==> src/rtl/rmw_long_latency_pkg.sv <==
// rmw_long_latency_pkg: shared types and helpers for the RMW long-latency lookup path.
package rmw_long_latency_pkg;

  localparam int unsigned IN_FLIGHT_N_DEF = 16;
  localparam int unsigned PICK_MAX_N      = 64;
  localparam int unsigned PICK_IW         = $clog2(PICK_MAX_N);

  typedef logic [15:0]                        id_t;
  typedef logic [31:0]                        word_t;
  typedef logic [$clog2(IN_FLIGHT_N_DEF)-1:0] sched_tag_t;

  // Index of the lowest clear bit of v; PICK_MAX_N when every bit is set.
  function automatic int unsigned lowest_zero(input logic [PICK_MAX_N-1:0] v);
    int unsigned idx;
    idx = PICK_MAX_N;
    for (int unsigned i = PICK_MAX_N; i > 0; i--) begin
      if (!v[PICK_IW'(i - 1)]) idx = i - 1;
    end
    return idx;
  endfunction

endpackage

==> src/rtl/rmw_tbl_sched_pick.sv <==
// rmw_tbl_sched_pick: lowest-numbered free tag selection from the busy vector.
// N must be a power of two, at most PICK_MAX_N.
module rmw_tbl_sched_pick
  import rmw_long_latency_pkg::*;
#(
  parameter int unsigned N = IN_FLIGHT_N_DEF
) (
  input  logic [N-1:0]         busy,
  output logic [N-1:0]         onehot,
  output logic [$clog2(N)-1:0] tag,
  output logic                 any_free
);

  localparam int unsigned TW = $clog2(N);

  logic [PICK_MAX_N-1:0] padded;
  int unsigned           idx;

  // Pad unused positions as busy so they can never be picked.
  always_comb begin
    padded        = '1;
    padded[N-1:0] = busy;
    idx           = lowest_zero(padded);
    any_free      = (idx < N);
    onehot        = '0;
    tag           = '0;
    if (any_free) begin
      onehot = N'(1) << idx;
      tag    = TW'(idx);
    end
  end

endmodule

==> src/rtl/rmw_tbl_sched.sv <==
// rmw_tbl_sched: tag scheduler for long-latency TBL lookups feeding the RMW pipe.
// Optional response timeout enabled by defining RMW_TBL_SCHED_TIMEOUT_EN.
// IN_FLIGHT_N must be a power of two.
module rmw_tbl_sched
  import rmw_long_latency_pkg::*;
#(
  parameter int unsigned IN_FLIGHT_N    = IN_FLIGHT_N_DEF,
  parameter int unsigned TIMEOUT_CYCLES = 255
) (
  input  logic                           clk,
  input  logic                           rst_n,
  input  logic                           issue_vld,
  input  id_t                            issue_id,
  output logic                           issue_rdy,
  output logic                           tbl_req_vld,
  output logic [$clog2(IN_FLIGHT_N)-1:0] tbl_req_tag,
  output id_t                            tbl_req_id,
  input  logic                           tbl_req_rdy,
  input  logic                           tbl_rsp_vld,
  input  logic [$clog2(IN_FLIGHT_N)-1:0] tbl_rsp_tag,
  input  word_t                          tbl_rsp_word,
  output logic                           cmpl_vld,
  output id_t                            cmpl_id,
  output word_t                          cmpl_word,
  output logic                           err_spurious,
  output logic                           err_timeout,
  output logic [$clog2(IN_FLIGHT_N)-1:0] err_tag,
  output logic [$clog2(IN_FLIGHT_N):0]   busy_cnt
);

  localparam int unsigned TW = $clog2(IN_FLIGHT_N);
  typedef logic [TW-1:0] tag_t;

  if (TIMEOUT_CYCLES == 0) begin : g_cfg_chk
    $fatal(1, "rmw_tbl_sched: TIMEOUT_CYCLES must be nonzero");
  end

  logic [IN_FLIGHT_N-1:0] busy_q, busy_d;
  id_t                    id_q [IN_FLIGHT_N];
  id_t                    id_d [IN_FLIGHT_N];
  logic                   req_vld_q, req_vld_d;
  tag_t                   req_tag_q, req_tag_d;
  id_t                    req_id_q, req_id_d;
  logic                   cmpl_vld_q, cmpl_vld_d;
  id_t                    cmpl_id_q, cmpl_id_d;
  word_t                  cmpl_word_q, cmpl_word_d;
  logic                   err_spurious_q, err_spurious_d;
  logic                   err_timeout_q, err_timeout_d;
  tag_t                   err_tag_q, err_tag_d;
  logic [TW:0]            busy_cnt_q, busy_cnt_d;

  logic [IN_FLIGHT_N-1:0] pick_oh;
  tag_t                   pick_tag;
  logic                   any_free;
  logic                   id_hazard;
  logic                   accept;
  logic                   rsp_hit;
  logic                   tmo_fire;
  tag_t                   tmo_tag;

  rmw_tbl_sched_pick #(
    .N(IN_FLIGHT_N)
  ) u_pick (
    .busy     (busy_q),
    .onehot   (pick_oh),
    .tag      (pick_tag),
    .any_free (any_free)
  );

  // Same-id hazard against registered busy state, so a response never clears it early.
  always_comb begin
    id_hazard = 1'b0;
    for (int unsigned i = 0; i < IN_FLIGHT_N; i++) begin
      if (busy_q[TW'(i)] && (id_q[TW'(i)] == issue_id)) id_hazard = 1'b1;
    end
  end

  assign issue_rdy = rst_n & any_free & (~req_vld_q | tbl_req_rdy) & ~id_hazard;
  assign accept    = issue_vld & issue_rdy;
  assign rsp_hit   = tbl_rsp_vld & busy_q[tbl_rsp_tag];

`ifdef RMW_TBL_SCHED_TIMEOUT_EN
  localparam int unsigned TCW = $clog2(TIMEOUT_CYCLES + 1);
  typedef logic [TCW-1:0] tcnt_t;

  tcnt_t tcnt_q [IN_FLIGHT_N];
  tcnt_t tcnt_d [IN_FLIGHT_N];

  // Age busy tags; counters saturate at the limit so a tag deferred behind a
  // lower timed-out tag retires on a later cycle, and a response wins the race.
  always_comb begin
    tmo_fire = 1'b0;
    tmo_tag  = '0;
    for (int unsigned i = 0; i < IN_FLIGHT_N; i++) begin
      tcnt_d[TW'(i)] = tcnt_q[TW'(i)];
      if (busy_q[TW'(i)]) begin
        if (tcnt_q[TW'(i)] != tcnt_t'(TIMEOUT_CYCLES - 1)) begin
          tcnt_d[TW'(i)] = tcnt_q[TW'(i)] + 1'b1;
        end else if (!tmo_fire && !(rsp_hit && (tbl_rsp_tag == TW'(i)))) begin
          tmo_fire = 1'b1;
          tmo_tag  = TW'(i);
        end
      end
      if (accept && (pick_tag == TW'(i))) tcnt_d[TW'(i)] = '0;
    end
  end

  // Per-tag age counters.
  always_ff @(posedge clk or negedge rst_n) begin
    if (!rst_n) tcnt_q <= '{default: '0};
    else        tcnt_q <= tcnt_d;
  end
`else
  // No timeout logic in this build.
  always_comb begin
    tmo_fire = 1'b0;
    tmo_tag  = '0;
  end
`endif

  // Allocation, request register, completion and error next-state.
  always_comb begin
    busy_d    = busy_q;
    id_d      = id_q;
    req_vld_d = req_vld_q;
    req_tag_d = req_tag_q;
    req_id_d  = req_id_q;
    if (accept) begin
      busy_d         = busy_q | pick_oh;
      id_d[pick_tag] = issue_id;
      req_vld_d      = 1'b1;
      req_tag_d      = pick_tag;
      req_id_d       = issue_id;
    end else if (tbl_req_rdy) begin
      req_vld_d = 1'b0;
    end
    if (rsp_hit)  busy_d[tbl_rsp_tag] = 1'b0;
    if (tmo_fire) busy_d[tmo_tag]     = 1'b0;

    cmpl_vld_d     = rsp_hit;
    cmpl_id_d      = id_q[tbl_rsp_tag];
    cmpl_word_d    = tbl_rsp_word;
    err_spurious_d = tbl_rsp_vld & ~rsp_hit;
    err_timeout_d  = tmo_fire;
    err_tag_d      = '0;
    if (err_spurious_d) err_tag_d = tbl_rsp_tag;
    else if (tmo_fire)  err_tag_d = tmo_tag;

    busy_cnt_d = busy_cnt_q + (TW+1)'(accept) - (TW+1)'(rsp_hit) - (TW+1)'(tmo_fire);
  end

  // State registers.
  always_ff @(posedge clk or negedge rst_n) begin
    if (!rst_n) begin
      busy_q         <= '0;
      id_q           <= '{default: '0};
      req_vld_q      <= 1'b0;
      req_tag_q      <= '0;
      req_id_q       <= '0;
      cmpl_vld_q     <= 1'b0;
      cmpl_id_q      <= '0;
      cmpl_word_q    <= '0;
      err_spurious_q <= 1'b0;
      err_timeout_q  <= 1'b0;
      err_tag_q      <= '0;
      busy_cnt_q     <= '0;
    end else begin
      busy_q         <= busy_d;
      id_q           <= id_d;
      req_vld_q      <= req_vld_d;
      req_tag_q      <= req_tag_d;
      req_id_q       <= req_id_d;
      cmpl_vld_q     <= cmpl_vld_d;
      cmpl_id_q      <= cmpl_id_d;
      cmpl_word_q    <= cmpl_word_d;
      err_spurious_q <= err_spurious_d;
      err_timeout_q  <= err_timeout_d;
      err_tag_q      <= err_tag_d;
      busy_cnt_q     <= busy_cnt_d;
    end
  end

  assign tbl_req_vld  = req_vld_q;
  assign tbl_req_tag  = req_tag_q;
  assign tbl_req_id   = req_id_q;
  assign cmpl_vld     = cmpl_vld_q;
  assign cmpl_id      = cmpl_id_q;
  assign cmpl_word    = cmpl_word_q;
  assign err_spurious = err_spurious_q;
  assign err_timeout  = err_timeout_q;
  assign err_tag      = err_tag_q;
  assign busy_cnt     = busy_cnt_q;

endmodule

==> config.mk <==
export PLATFORM = sky130hd
export DESIGN_NAME = rmw_tbl_sched
export DESIGN_NICKNAME = d
export VERILOG_FILES = /design/src/rtl/rmw_long_latency_pkg.sv /design/src/rtl/rmw_tbl_sched_pick.sv /design/src/rtl/rmw_tbl_sched.sv
export SDC_FILE = /design/constraint.sdc
export NUM_CORES = 1
export LEC_CHECK = 0
export ABC_CLOCK_PERIOD_IN_PS = 3850
export BUFFER_PORTS_ARGS = -buffer_cell sky130_fd_sc_hd__buf_4
export CORE_ASPECT_RATIO = 0.9
export CORE_MARGIN = 2
export CORE_UTILIZATION = 48
export CTS_BUF_LIST = sky130_fd_sc_hd__clkbuf_2 sky130_fd_sc_hd__clkbuf_4 sky130_fd_sc_hd__clkbuf_8
export CTS_CLUSTER_SIZE = 8
export DETAILED_ROUTE_END_ITERATION = 7
export GPL_TIMING_DRIVEN = 1
export PLACE_DENSITY = 0.66
export SLEW_MARGIN = 20
export SYNTH_ARGS = -nofsm -noshare
export SYNTH_HDL_FRONTEND = slang
export SYNTH_SLANG_ARGS = --single-unit
==> constraint.sdc <==
create_clock -name clk -period 3.85 [get_ports clk]
set_clock_uncertainty 0.05 [all_clocks]
set_input_delay 0.385 -clock clk [delete_from_list [all_inputs] [get_ports clk]]
set_output_delay 0.385 -clock clk [all_outputs]
set_load 0.03 [all_outputs]
Word-level counts from Yosys, hierarchy flattened
Cells that the tools add are included.

storage, ports and cells
  register bits = 352
  output and inout bits = 82
  logic and storage cells = 134

cells by class
  add/subtract/negate cells = 2
  order comparisons = 6
  equality and inequality tests = 16
  shift operators = 1
  muxes and demuxes = 49
  bitwise operators = 15
  reduce and logical (&&, ||, !) cells = 19

operators with widths
  operator                number
  $bwmux W256             1
  $eq A16 B16 Y1          16
  $mux W7                 16
  $mux W16                6
  $bmux W16 S4            1
  $demux W16 S4           1
  $mux W1                 20
  $logic_and A1 B1 Y1     18
  $and A16 B16 Y16        1
  $not A16 Y16            1
  $or A16 B16 Y16         1
  $shl A1 B7 Y16 const A  1
  $ge A5 B5 Y1 const B    2
  $not A4 Y5              2
  $mux W4                 2
  $lt A7 B5 Y1 const B    1
  $and A1 B1 Y1           6
  $add A5 B1 Y5           1
  $lt A4 B5 Y1 const B    1
  $lt A5 B1 Y1 const B    1
  $sub A5 B1 Y5           1
  $bmux W1 S4             1
  $demux W1 S4            1
  $ge A4 B1 Y1 const B    1
  3 further kinds         5

Logic depth before layout (Yosys ltp)
Gate-level depths: netlist of run 1.

  word-level depth = 24
  depth in mapped cells = 18
  mapped depth without buffers = 13

Modules after synthesis
From an unflattened synthesis of run 1, not the netlist that was laid out.

unflattened totals
  cells, all modules = 1,360
  area total of the unflattened synthesis = 19,045.8 um^2

by module, submodules not included
  module              times used  cells an instance  area each (um^2)  sequential area each (um^2)
  rmw_tbl_sched       1           1,306              18,748.0          8,808.4
  rmw_tbl_sched_pick  1           54                 297.8             0.0

Least setup slack after synthesis of run 1
No wires, ideal clock.

  kind = input -> register
  from = in issue_id[2]
  to = reg busy_cnt_q[4], in the netlist busy_cnt[4]
  library setup time = 124 ps
  data arrival time = 3,316 ps
  slack = 360 ps
  stages on the path = 17
  cell sequence = buf_6 > buf_12 > xor2_1 > nor4_1 > nand4_1 > nor4_1 > nor4_2 > and2_1 > clkbuf_1 > nand2_1 > buf_2 > xnor2_1 > ha_1 > fa_1 > a21o_1 > a21oi_1 > xnor2_1

on the way
  longest elaborated chain between the ends = 23
  elaborated cells between the ends (all ways) = 53

RTL lines
  element                line                  RTL
  from (decl)            rmw_tbl_sched.sv:13   input id_t issue_id,
  $eq A16 B16 Y1         rmw_tbl_sched.sv:74   if (busy_q[TW'(i)] && (id_q[TW'(i)] == issue_id)) id_hazard = 1'b1;
  $logic_and A1 B1 Y1    rmw_tbl_sched.sv:74
  $mux W1 (15 in a row)  rmw_tbl_sched.sv:74
  $mux W1 (*)            rmw_tbl_sched.sv:74
  $not A1 Y1 (*)         rmw_tbl_sched.sv:78   assign issue_rdy = rst_n & any_free & (~req_vld_q | tbl_req_rdy) & ~id_hazard;
  $and A1 B1 Y1 (*)      rmw_tbl_sched.sv:78
  $and A1 B1 Y1 (*)      rmw_tbl_sched.sv:79   assign accept = issue_vld & issue_rdy;
  $add A5 B1 Y5 (*)      rmw_tbl_sched.sv:149  busy_cnt_d = busy_cnt_q + (TW+1)'(accept) - (TW+1)'(rsp_hit) - (TW+1)'(tmo_fire);
  $sub A5 B1 Y5 (*)      rmw_tbl_sched.sv:149
  net busy_cnt_d[4]      rmw_tbl_sched.sv:50   logic [TW:0] busy_cnt_q, busy_cnt_d;
  to (signal assigned)   rmw_tbl_sched.sv:179  busy_cnt_q <= busy_cnt_d;
  to (decl)              rmw_tbl_sched.sv:50

Mark *: on every way through the listed nets, which the timed path passes. The rest lies on a longest branch.
A chain may end at the register's enable or synchronous reset.

Worst setup path after layout of run 1
  from = in issue_id[8]
  to = out issue_rdy

on the way
  longest elaborated chain between the ends = 20
  elaborated cells between the ends (all ways) = 50

RTL lines
  element                line                 RTL
  $eq A16 B16 Y1         rmw_tbl_sched.sv:74
  $logic_and A1 B1 Y1    rmw_tbl_sched.sv:74
  $mux W1 (15 in a row)  rmw_tbl_sched.sv:74
  $mux W1 (*)            rmw_tbl_sched.sv:74
  $not A1 Y1 (*)         rmw_tbl_sched.sv:78
  $and A1 B1 Y1 (*)      rmw_tbl_sched.sv:78
  to (decl)              rmw_tbl_sched.sv:14  output logic issue_rdy,

Every way passes the cells marked *; elsewhere a longest branch is shown, timed or not.

==> impl_metrics.sql, run 1 <==
INSERT INTO impl_metrics (metric_group, metric, value, unit) VALUES
('worst_hold_path', 'hold_path_class', 'primary input to flip-flop', ''),
('synthesis', 'ys.flop_type', 'dfrtp_1', ''),
('cts', 'h-tree-depth', '2', ''),
('drt', 'detail_routed_net_length_per_standard_cell', '25.84', 'um'),
('global_routing', 'maximum_number_of_pins_on_one_net_before_global_route_repair', '145', ''),
('timing', 'fmaxAchievable', '0.2673', 'GHz'),
('power', 'share_seq_of_total_power', '0.416', ''),
('cts', 'postcts_setup_bufs', '0', ''),
('global_routing', 'grt_pass1_wl', '81420', 'um'),
('cts', 'clock-sinks', '352', ''),
('critical_path', 'worst_path_largest_cell_delay', '0.54', 'ns'),
('drt', 'drt_first_iter_violations', '1011', ''),
('timing', 'setup-violations-final', '0', ''),
('place', 'routabilityCongestion', '0.9420', ''),
('drt', 'routed-via-count', '12040', ''),
('drt', 'detail_route.first_pass.iterations', '5', ''),
('place', 'post-place-ws', '0.1107', 'ns'),
('synthesis', 'synth_area_in_compound_gates', '0.01636', ''),
('synthesis', 'yosys.cell_types.count', '57', ''),
('power', 'power_leakage', '10.14', 'nW'),
('worst_hold_path', 'hold_depth', '2', ''),
('timing', 'post-route-worst-setup-slack', '0.1093', 'ns'),
('synthesis', 'yosys.area_share.xor_xnor', '0.1233', ''),
('run_status', 'status', 'finished, final reports clean', ''),
('layout', 'fillers', '3196', ''),
('layout', 'footprint_of_the_flip_flops_and_latches', '8808', 'um^2'),
('die', 'fp.dieArea', '40480', 'um^2'),
('power', 'power_frac_comb', '0.298', ''),
('cts', 'path_clk_slew', '0.06', 'ns'),
('synthesis', 'post_synth_and_or_nand_nor_area_fraction', '0.05886', ''),
('synthesis', 'syn-cell-area', '18660', 'um^2'),
('synthesis', 'synth_cells', '1319', ''),
('synthesis', 'synth_sequential_area_ratio', '0.4720', ''),
('timing', 'max_slew_violations', '0', ''),
('layout', 'net_count_final', '1580', ''),
('critical_path', 'path_common_cell', 'buf_4', ''),
('place', 'post-dp-hpwl', '37320', 'um'),
('synthesis', 'muxShareOfSynthArea', '0.2727', ''),
('die', 'coreArea', '38370', 'um^2'),
('critical_path', 'reg2reg_slack', '0.31', 'ns'),
('critical_path', 'crit_family', 'buffers and inverters', ''),
('critical_path', 'timing.critical_path.to_type', 'primary output', ''),
('die', 'design.portCount', '139', ''),
('synthesis', 'async_flop_share', '1.000', ''),
('power', 'vdd_ir_drop_max', '363.1', 'uV'),
('critical_path', 'path_buf_inv', '5', ''),
('power', 'power_density', '583.0', 'nW/um^2'),
('die', 'die-height', '191.1', 'um'),
('place', 'buffer_ports.inserted', '137', ''),
('synthesis', 'synthesis.nets', '1381', ''),
('critical_path', 'worst-r2r-cell-count', '13', ''),
('drt', 'wl_met2', '23910', 'um'),
('critical_path', 'critical_path_peak_fanout', '30', ''),
('critical_path', 'crit_required', '3.41', 'ns'),
('drt', 'top_layer_used', 'met4', ''),
('critical_path', 'r2r_start', 'id_q[31]$_DFFE_PN0P_', ''),
('critical_path', 'critical-path-slowest-cell', 'dlygate4sd3_1', ''),
('global_routing', 'initial_antenna_violation_count', '2', ''),
('power', 'switching_share', '0.3355', ''),
('power', 'switching_power', '4.294', 'mW'),
('timing', 'timing.slew.headroom', '0.3782', ''),
('run', 'max_cap_viol_count', '0', ''),
('timing', 'min_period', '3.741', 'ns'),
('synthesis', 'synth_top_family_by_area', 'multiplexers', ''),
('critical_path', 'crit_chain', 'dlygate4sd3_1 > buf_4 > buf_12 > xor2_1 > nor4_1 > nand4_1 > o32ai_1 > nor4_2 > nand2_2 > buf_4 > nor2_1 > buf_4', ''),
('timing', 'grt_setup_unrepaired', 'false', ''),
('timing', 'fin_tns_setup', '0', 'ns'),
('drt', 'vias_per_cell', '5.761', ''),
('cts', 'insertion_delay', '0.67', 'ns'),
('power', 'internal_power', '8.504', 'mW'),
('drt', 'route.antenna.remaining_nets', '0', '');
==> power by group through the flow <==
stage / clock network (mW) / logic (mW) / registers, mW
2_1_floorplan: 0 / 2.29 / 5.44
3_3_place_gp: 0 / 3.72 / 5.33
3_5_place_dp: 0 / 3.76 / 5.38
4_1_cts: 3.72 / 3.81 / 5.32
5_1_grt: 3.91 / 4.06 / 5.44
6_report: 3.66 / 3.82 / 5.33
==> worst max-delay path by stage <==
stage	from	end	slack (ns)	depth (start not counted)
6_report	issue_id[8]	issue_rdy	0.11	12
3_5_place_dp	issue_id[14]	busy_cnt[4]$_DFF_PN0_	0.11	16
2_1_floorplan	issue_id[2]	busy_cnt[4]$_DFF_PN0_	0.36	17
5_1_grt	busy_q[5]$_DFF_PN0_	issue_rdy	0.004	9
3_3_place_gp	issue_id[9]	busy_cnt[4]$_DFF_PN0_	0.13	14
4_1_cts	id_q[179]$_DFFE_PN0P_	issue_rdy	0.16	9
==> per-layer routing <==
metal | global-route usage | vias up
li1 | - | 5152
met1 | 0.3783 | 6244
met2 | 0.4057 | 524
met3 | 0.09726 | 121
met4 | 0.1092 | 0
met5 | 0 | -
==> stage by stage <==
step | cell area, um^2 | power (mW) | util | hold slack [ns] | std cells
final | 21950 | 12.80 | 0.5722 | 0.05792 | 2090
after global routing | 21950 | 13.41 | 0.5721 | 0.02911 | 2089
after CTS | 21950 | 12.85 | 0.5721 | 0.002891 | 2089
after detailed placement | 20270 | 9.138 | 0.5284 | 0.4455 | 1944
after global placement | 20270 | 9.052 | 0.5284 | 0.4412 | 1944
after floorplan | 18660 | 7.729 | - | 0.03941 | 1319
==> cell usage in the layout (no fill, tap or decap), types with 2 or more instances in the layout <==
cell	synthesis	layout
nor4_2	2	2
or4_1	2	2
dlygate4sd3_1	0	36
o32a_1	2	2
o21a_1	2	2
o22a_1	4	4
nor3_1	17	17
nand3_1	10	10
clkbuf_8	0	81
o32ai_1	3	3
dfrtp_1	352	352
a31oi_1	3	3
o21ai_0	4	4
a21oi_1	9	9
clkinv_2	0	3
nor2_1	10	10
and2_1	5	5
o22ai_1	2	2
ha_1	4	4
mux2_1	82	82
nand4_1	26	26
mux2_4	18	18
nand2b_1	5	5
nor4_4	10	10
clkbuf_4	0	24
mux2_2	175	175
a21o_1	3	3
a2bb2oi_1	2	2
xnor2_1	64	64
buf_12	10	22
nor4_1	44	44
xor2_2	2	2
buf_4	11	192
inv_1	12	12
nor2b_1	4	4
nand2_1	28	28
mux4_2	85	85
xor2_1	195	195
==> synthesized netlist by cell type, types with 2 or more instances <==
master	n	area (um^2)
mux2_2	175	1971
buf_2	17	85.08
dfrtp_1	352	8808
xnor2_1	64	560.5
mux4_2	85	1914
nand3_1	10	50.05
buf_8	6	90.09
a21o_1	3	22.52
o21a_1	2	15.01
nand2_1	28	105.1
nand4_1	26	162.7
buf_4	11	82.58
buf_6	29	326.6
o22a_1	4	35.03
mux2_4	18	270.3
o21ai_0	4	20.02
o32ai_1	3	26.28
o22ai_1	2	12.51
nor4_2	2	25.02
a21oi_1	9	45.04
clkbuf_1	35	131.4
nor2b_1	4	25.02
inv_1	12	45.04
nor2_1	10	37.54
mux2_1	82	923.4
nor4_1	44	275.3
ha_1	4	50.05
buf_1	7	26.28
nor3_1	17	85.08
a31oi_1	3	18.77
a2bb2oi_1	2	17.52
buf_12	10	200.2
nand2b_1	5	31.28
nor4_4	10	212.7
or4_1	2	15.01
xor2_2	2	32.53
o32a_1	2	20.02
xor2_1	195	1708
and2_1	5	31.28
==> final cells by class <==
class / count / area share
diodes: 1 / 0.0001140
clock buffers: 105 / 0.05898
clock inverters: 4 / 0.001026
inverters: 12 / 0.002052
multi-input cells: 840 / 0.4039
flip-flops and latches: 352 / 0.4012
well taps: 525 / 0.02992
repair buffers: 251 / 0.1028
==> state kept, by name (all words and copies together) (netlist names), 4 cells and up <==
name,count
cmpl_word,32
err_tag,4
id_q,256
busy_q,16
tbl_req_tag,4
tbl_req_id,16
busy_cnt,5
cmpl_id,16
==> worst reg2reg max path: cells and delay by family, from the launching register on <==
family / cells / cell delay [ns]
xor+xnor: 3 / 0.41
simple gates: 5 / 1.19
fa+ha+maj: 2 / 0.62
compound gates: 3 / 0.75
flops: 1 / 0.44
==> cell families (layout without fill, tap and decap cells) <==
kind of cell             Yosys count  in the layout
XOR/XNOR                         261            261
buffers and inverters            127            372
multiplexers                     361            361
AO/OA/AOI/OAI                     43             43
other                              1              2
adder cells (fa/ha/maj)            5              5
AND/OR/NAND/NOR                  169            169
flip-flops                       352            352
==> repair_timing <==
action	4_1_cts	5_1_grt
hold buffers	36	0
hold endpoints to repair	77	0
resized for setup	0	0
(Power assumes the default switching activity.)
==> inputs of run 2 (changes only) <==
==> constraint.sdc (replaced) <==
create_clock -name clk -period 3.85 [get_ports clk]
set_clock_uncertainty 0.05 [all_clocks]
set_input_delay 0.77 -clock clk [delete_from_list [all_inputs] [get_ports clk]]
set_output_delay 0.77 -clock clk [all_outputs]
set_load 0.03 [all_outputs]
==> run 2 against run 1 <==
Net effect:
- non-clock buffer count increased by 99
- routed wire length is 11% higher
- clock power decreased by 2%
- die area unchanged
- sequential power grew 0.8%
- critical path type is now flip-flop to primary output
- largest power group unchanged
==> impl_metrics.sql, run 2 (synthesis results as in run 1) <==
INSERT INTO impl_metrics (metric_group, metric, value, unit) VALUES
('run_status', 'status', 'finished, final reports clean', ''),
('timing', 'max_slew_violations', '0', ''),
('critical_path', 'crit_required', '3.03', 'ns'),
('drt', 'route.detailed.drc', '0', ''),
('layout', 'footprint_of_the_flip_flops_and_latches', '8808', 'um^2'),
('run', 'max_cap_viol_count', '0', ''),
('critical_path', 'startpoint_types', 'flip-flop', ''),
('place', 'post-dp-hpwl', '43280', 'um'),
('global_routing', 'initial_antenna_violation_count', '3', ''),
('die', 'placementRows', '68', ''),
('layout', 'registers.top_by_ff_count', 'id_q', ''),
('cts', 'insertion_delay', '0.68', 'ns'),
('die', 'fp.dieArea', '40480', 'um^2'),
('drt', 'routed-via-count', '12550', ''),
('cts', 'clock-sinks', '352', ''),
('layout', 'largest_reg_flops', '256', ''),
('layout', 'final_common_cell', 'dfrtp_1', ''),
('cts', 'root_buffer', 'clkbuf_8', ''),
('power', 'power_density', '580.1', 'nW/um^2'),
('drt', 'detail_routed_net_length_per_standard_cell', '27.29', 'um'),
('die', 'die-height', '191.1', 'um'),
('power', 'internal_power', '8.609', 'mW'),
('layout', 'final_design_area_no_fill', '22720', 'um^2'),
('drt', 'drt_first_iter_violations', '1057', ''),
('cts', 'clockBufferDepth', '3', ''),
('layout', 'net_count_final', '1679', ''),
('layout', 'post-route-util', '0.5922', ''),
('layout', 'final_layout_size_suffix_gt1_frac', '0.4564', ''),
('critical_path', 'timing.critical_path.to_type', 'primary output', ''),
('timing', 'timing.slew.headroom', '0.2383', ''),
('layout', 'multi_input_comb_area', '8912', 'um^2'),
('global_routing', 'gr-usage-met3', '0.08691', ''),
('global_routing', 'grt_pass1_wl', '87970', 'um'),
('die', 'design.portCount', '139', ''),
('cts', 'h-tree-depth', '2', ''),
('die', 'coreArea', '38370', 'um^2'),
('power', 'power.clock.fraction', '0.273', ''),
('cts', 'path_clk_slew', '0.06', 'ns'),
('power', 'power_leakage', '10.66', 'nW'),
('global_routing', 'maximum_number_of_pins_on_one_net_before_global_route_repair', '157', ''),
('layout', 'final_cell_mix', 'dfrtp_1 (352), buf_4 (317), xor2_1 (194)', ''),
('place', 'buffer_ports.inserted', '137', ''),
('timing', 'post-route-period-util', '0.9861', ''),
('drt', 'detail_route.wirelength', '59760', 'um'),
('global_routing', 'groute.usage.overall', '0.3053', ''),
('place', 'routabilityCongestion', '0.9958', ''),
('place', 'detailed_place.area', '21400', 'um^2'),
('power', 'power_frac_comb', '0.319', ''),
('power', 'share_seq_of_total_power', '0.408', ''),
('timing', 'grt_setup_unrepaired', 'false', ''),
('critical_path', 'critical_path_peak_fanout', '6', ''),
('power', 'switching_power', '4.573', 'mW'),
('drt', 'route.antenna.remaining_nets', '0', ''),
('cts', 'cts_tree', 'yes', ''),
('timing', 'hold_violations', '0', ''),
('worst_hold_path', 'hold_path_class', 'primary input to flip-flop', ''),
('cts', 'postcts_setup_bufs', '0', ''),
('power', 'vdd_ir_drop_max', '363.7', 'uV'),
('layout', 'syn2layout_area_growth', '21.76', '%'),
('die', 'die_width', '211.9', 'um'),
('drt', 'detail_route.first_pass.iterations', '5', ''),
('global_routing', 'grt_use_met1', '0.4289', ''),
('power', 'switching_share', '0.3469', ''),
('cts', 'cts_made_buffers', '61', ''),
('global_routing', 'grt_overflow', '0', ''),
('critical_path', 'cp.arrival', '2.98', 'ns'),
('timing', 'tightest_slew', '1.135', 'ns'),
('timing', 'min_period', '3.796', 'ns'),
('timing', 'fmaxAchievable', '0.2634', 'GHz'),
('drt', 'vias_per_cell', '5.730', ''),
('global_routing', 'grt.busiest_layer', 'met2', ''),
('global_routing', 'grtUsageMet2', '0.4514', ''),
('cts', 'cts-hold-fix-buffers', '0', ''),
('die', 'start_util', '0.4864', ''),
('layout', 'fillers', '3174', ''),
('timing', 'setup-violations-final', '0', ''),
('global_routing', 'number_of_global_route_vias_before_repair', '12840', ''),
('critical_path', 'critical_path_class', 'flip-flop to primary output', '');
## run 2: cell count changes in the layout (fill, tap and decap cells not counted), sizes merged
| cell | previous run | this run |
|---|---|---|
| clkinvlp | 1 | 2 |
| dlygate4sd3 | 36 | 0 |
| inv | 12 | 13 |
| buf | 215 | 350 |
| diode | 1 | 2 |
| clkbuf | 105 | 100 |
| clkinv | 3 | 6 |
## run 2: routing by layer
metal  share of wire  vias to the layer above
met5         0.00030                        -
met2            0.45                      501
met1            0.43                     6573
met3           0.090                      111
li1                -                     5362
met4           0.037                        2
## run 2: worst max-delay path, stage by stage (launching register included)
cell and delay (ns):
dfrtp_1 0.43, xor2_1 0.20, nor4_2 0.44, buf_4 0.19, nand4_1 0.15, o32ai_2 0.31, nor4_2 0.08, buf_4 0.16
nand2_4 0.12, nor2_1 0.06, buf_4 0.17
## run 2: metrics by stage
step | setup TNS (ns) | total power, mW | instances | setup WS, ns | hold WS (ns)
after floorplan | 0 | 7.730 | 1319 | 0.02235 | 0.4244
after detailed placement | -12.47 | 9.553 | 2079 | -0.4388 | 0.4437
final | 0 | 13.18 | 2190 | 0.05368 | 0.1456
after global placement | -7.037 | 9.488 | 2079 | -0.4153 | 0.4390
after CTS | 0 | 13.20 | 2188 | 0.01116 | 0.09396
after global routing | 0 | 13.75 | 2188 | 0.004352 | 0.1062
## run 2: final cells by class
class,count,area share
Sequential cell,352,0.3876
Clock buffer,100,0.05341
Inverter,12,0.001982
Clock inverter,9,0.002478
Antenna cell,2,0.0002202
Tap cell,525,0.02891
Timing Repair Buffer,350,0.1332
Multi-Input combinational cell,840,0.3922
## run 2: power by group through the flow
stage	Sequential, mW	Combinational, mW	Clock [mW]
finish	5.37	4.21	3.60
global route	5.47	4.44	3.85
CTS	5.36	4.17	3.67
detailed placement	5.42	4.13	0
global placement	5.38	4.11	0
floorplan	5.44	2.29	0
## run 2: worst paths after layout
kind                                               to  cells after the start  slack (ns)                  startpoint
min reg2reg                tbl_req_id[10]$_DFFE_PN0P_                      1        0.45  tbl_req_id[10]$_DFFE_PN0P_
min                            cmpl_word[7]$_DFF_PN0_                      1        0.15             tbl_rsp_word[7]
max reg2reg                     busy_cnt[4]$_DFF_PN0_                     14        0.35        id_q[90]$_DFFE_PN0P_
max                                         issue_rdy                     10        0.05        id_q[90]$_DFFE_PN0P_
max in group asynchronous   tbl_req_id[8]$_DFFE_PN0P_                      3        2.01                       rst_n
min in group asynchronous       busy_cnt[0]$_DFF_PN0_                      2        0.23                       rst_n
## run 2: timing repair
item | in CTS | in global routing
endpoints found under the setup margin | 1 | 1
resized for setup | 1 | 7
pin swaps | 1 | 1
==> inputs of run 3 (changes only) <==
- ABC_CLOCK_PERIOD_IN_PS: 3850 -> 4050
- CELL_PAD_IN_SITES_DETAIL_PLACEMENT: not set -> 2
- CELL_PAD_IN_SITES_GLOBAL_PLACEMENT: not set -> 2
- CORE_UTILIZATION: 48 -> 45
- HOLD_SLACK_MARGIN: not set -> 0.15
- PLACE_DENSITY: 0.66 -> not set
- PLACE_DENSITY_LB_ADDON: not set -> 0.1
- clock period: 3.85 -> 4.05 ns (I/O delays scaled with it)
==> run 3 against run 2 <==
Net effect:
- the flow now finishes with violations (negative setup slack)
- routed wire length is 16% higher
- clock power is 4% lower
- critical path depth up 3
- register-to-register slack about the same
- sequential share of layout area is essentially flat
- count of clock-buffer cells in the layout decreased by 3
==> impl_metrics.sql, run 3 (synthesis results as in run 1) <==
INSERT INTO impl_metrics (metric_group, metric, value, unit) VALUES
('run_status', 'status', 'finished with violations', ''),
('run_status', 'violations', 'negative setup slack', ''),
('cts', 'root_buffer', 'clkbuf_8', ''),
('power', 'power_density', '558.2', 'nW/um^2'),
('timing', 'setup-violations-final', '1', ''),
('global_routing', 'number_of_global_route_vias_before_repair', '14260', ''),
('global_routing', 'maximum_number_of_pins_on_one_net_before_global_route_repair', '154', ''),
('power', 'vdd_ir_drop_max', '321.9', 'uV'),
('power', 'power_leakage', '10.53', 'nW'),
('worst_hold_path', 'worstHoldStart', 'tbl_rsp_word[3]', ''),
('layout', 'net_count_final', '1651', ''),
('worst_hold_path', 'hold-path-endpoint', 'cmpl_word[3]$_DFF_PN0_', ''),
('cts', 'path_clk_slew', '0.06', 'ns'),
('timing', 'fmaxAchievable', '0.2460', 'GHz'),
('critical_path', 'cp.arrival', '3.21', 'ns'),
('timing', 'timing.slew.headroom', '0.2735', ''),
('critical_path', 'critical_path_class', 'primary input to primary output', ''),
('layout', 'largest_reg_flops', '256', ''),
('global_routing', 'groute.usage.overall', '0.3254', ''),
('die', 'placementRows', '70', ''),
('worst_hold_path', 'hold_depth', '1', ''),
('global_routing', 'grt_overflow', '0', ''),
('timing', 'min_period', '4.065', 'ns'),
('cts', 'cts_made_buffers', '60', ''),
('drt', 'detail_routed_net_length_per_standard_cell', '31.94', 'um'),
('drt', 'route.detailed.drc', '0', ''),
('place', 'buffer_ports.inserted', '137', ''),
('timing', 'max_slew_violations', '0', ''),
('die', 'start_util', '0.4573', ''),
('die', 'fp.dieArea', '43120', 'um^2'),
('power', 'total_power', '12.67', 'mW'),
('cts', 'clockBufferDepth', '3', ''),
('timing', 'hold_violations', '0', ''),
('critical_path', 'r2r_start', 'busy_q[8]$_DFF_PN0_', ''),
('critical_path', 'worst-r2r-cell-count', '9', ''),
('die', 'die-height', '197.2', 'um'),
('place', 'post-place-ws', '-0.3848', 'ns'),
('layout', 'final_design_area_no_fill', '22700', 'um^2'),
('layout', 'antenna_cells', '0', ''),
('critical_path', 'critical_path_peak_fanout', '9', ''),
('cts', 'clock-sinks', '352', ''),
('layout', 'registers.top_by_ff_count', 'id_q', ''),
('critical_path', 'reg2reg_slack', '0.34', 'ns'),
('critical_path', 'timing.critical_path.to_type', 'primary output', ''),
('layout', 'final_cell_mix', 'dfrtp_1 (352), buf_4 (272), xor2_1 (193)', ''),
('layout', 'finalNonFillerCells', '2169', ''),
('drt', 'drt_first_iter_violations', '1001', ''),
('global_routing', 'grt_pass1_wl', '101400', 'um'),
('die', 'die_width', '218.7', 'um'),
('critical_path', 'crit_required', '3.19', 'ns'),
('run', 'max_cap_viol_count', '0', ''),
('place', 'routabilityCongestion', '0.8786', ''),
('global_routing', 'initial_antenna_violation_count', '0', ''),
('drt', 'detail_route.wirelength', '69290', 'um'),
('cts', 'insertion_delay', '0.69', 'ns'),
('timing', 'post-route-worst-setup-slack', '-0.01543', 'ns'),
('cts', 'h-tree-depth', '2', ''),
('critical_path', 'timing.rr.end', 'id_q[179]$_DFFE_PN0P_', ''),
('drt', 'route.antenna.remaining_nets', '0', ''),
('layout', 'final_layout_size_suffix_gt1_frac', '0.4457', ''),
('die', 'design.portCount', '139', ''),
('place', 'detailed_place.area', '21000', 'um^2'),
('layout', 'final_common_cell', 'dfrtp_1', ''),
('place', 'place.detailed.instances', '2045', ''),
('worst_hold_path', 'hold_path_class', 'primary input to flip-flop', ''),
('drt', 'vias_per_cell', '5.865', ''),
('cts', 'postcts_setup_bufs', '0', ''),
('cts', 'cts_tree', 'yes', ''),
('timing', 'post-route-period-util', '1.004', ''),
('place', 'post-dp-hpwl', '46110', 'um'),
('drt', 'routed-via-count', '12720', ''),
('layout', 'syn2layout_area_growth', '21.65', '%'),
('drt', 'detail_route.first_pass.iterations', '4', ''),
('layout', 'fillers', '3754', ''),
('timing', 'tightest_slew', '1.082', 'ns'),
('die', 'coreArea', '40810', 'um^2'),
('critical_path', 'startpoint_types', 'primary input', '');
-- run 3: changes by cell type in the layout (fill, tap and decap cells not counted), moves of 4 or more --
cell / before / now
buf_12: 31 / 27
buf_4: 317 / 272
clkbuf_4: 26 / 19
clkbuf_8: 74 / 78
dlygate4sd3_1: 0 / 21
nor4_1: 40 / 23
nor4_2: 6 / 19
nor4_4: 10 / 14
-- run 3: what timing repair did --
action	4_1_cts	5_1_grt
pin swaps	2	4
setup endpoints to repair	1	1
resized for setup	15	19
hold buffers	21	0
endpoints found under the hold margin	54	0
gates cloned	0	0
-- run 3: how the worst max path moves through the flow --
stage                 startpoint                    end  slack [ns]  cells after the start
finish               issue_id[0]              issue_rdy       -0.02                     13
global route         issue_id[0]              issue_rdy       -0.07                     13
CTS                 issue_id[15]              issue_rdy        0.01                     14
detailed placement  issue_id[15]  id_q[179]$_DFFE_PN0P_       -0.38                     14
global placement    issue_id[15]  id_q[178]$_DFFE_PN0P_       -0.34                     14
floorplan            issue_id[2]  busy_cnt[4]$_DFF_PN0_        0.13                     17
-- run 3: worst max-delay path, stage by stage --
cell and delay, ns:
buf_4 0.18, buf_4 0.16, buf_4 0.15, xor2_1 0.17
nor4_2 0.42, nand4_1 0.23, o32ai_2 0.34, nor4_2 0.09
buf_4 0.15, nand2_2 0.10, buf_8 0.17, nor2_1 0.05
buf_4 0.16
-- run 3: cell type report --
type / instances / area, um^2 / area share
sequential: 352 / 8808 / 0.3880
clock inverter: 5 / 30.03 / 0.001323
timing repair buffer: 323 / 2850 / 0.1255
multi-input combinational: 840 / 9079 / 0.3999
tap: 540 / 675.6 / 0.02976
clock buffer: 97 / 1216 / 0.05357
inverter: 12 / 45.04 / 0.001984
-- run 3: per-layer routing --
| layer | share of wire | track usage | up-vias |
|---|---|---|---|
| li1 | - | - | 5272 |
| met1 | 0.43 | 0.4517 | 6930 |
| met2 | 0.48 | 0.5210 | 395 |
| met3 | 0.053 | 0.05373 | 124 |
| met4 | 0.035 | 0.1109 | 0 |
| met5 | 0 | 0 | - |
-- run 3: per-stage QoR --
stage | utilization | hold slack, ns | TNS [ns]
detailed placement | 0.5146 | 0.4492 | -17.65
finish | 0.5563 | 0.1818 | -0.01543
global placement | 0.5146 | 0.4406 | -6.021
CTS | 0.5526 | 0.1506 | 0
floorplan | - | 0.4453 | 0
global route | 0.5563 | 0.1773 | -0.07315
-- run 3: where the power goes --
group          internal [mW]  switching [mW]  leakage, nW
sequential              4.32           0.841         4.56
clock                   1.88            1.58        0.660
combinational           1.90            2.15         5.31
total                   8.10            4.58         10.5
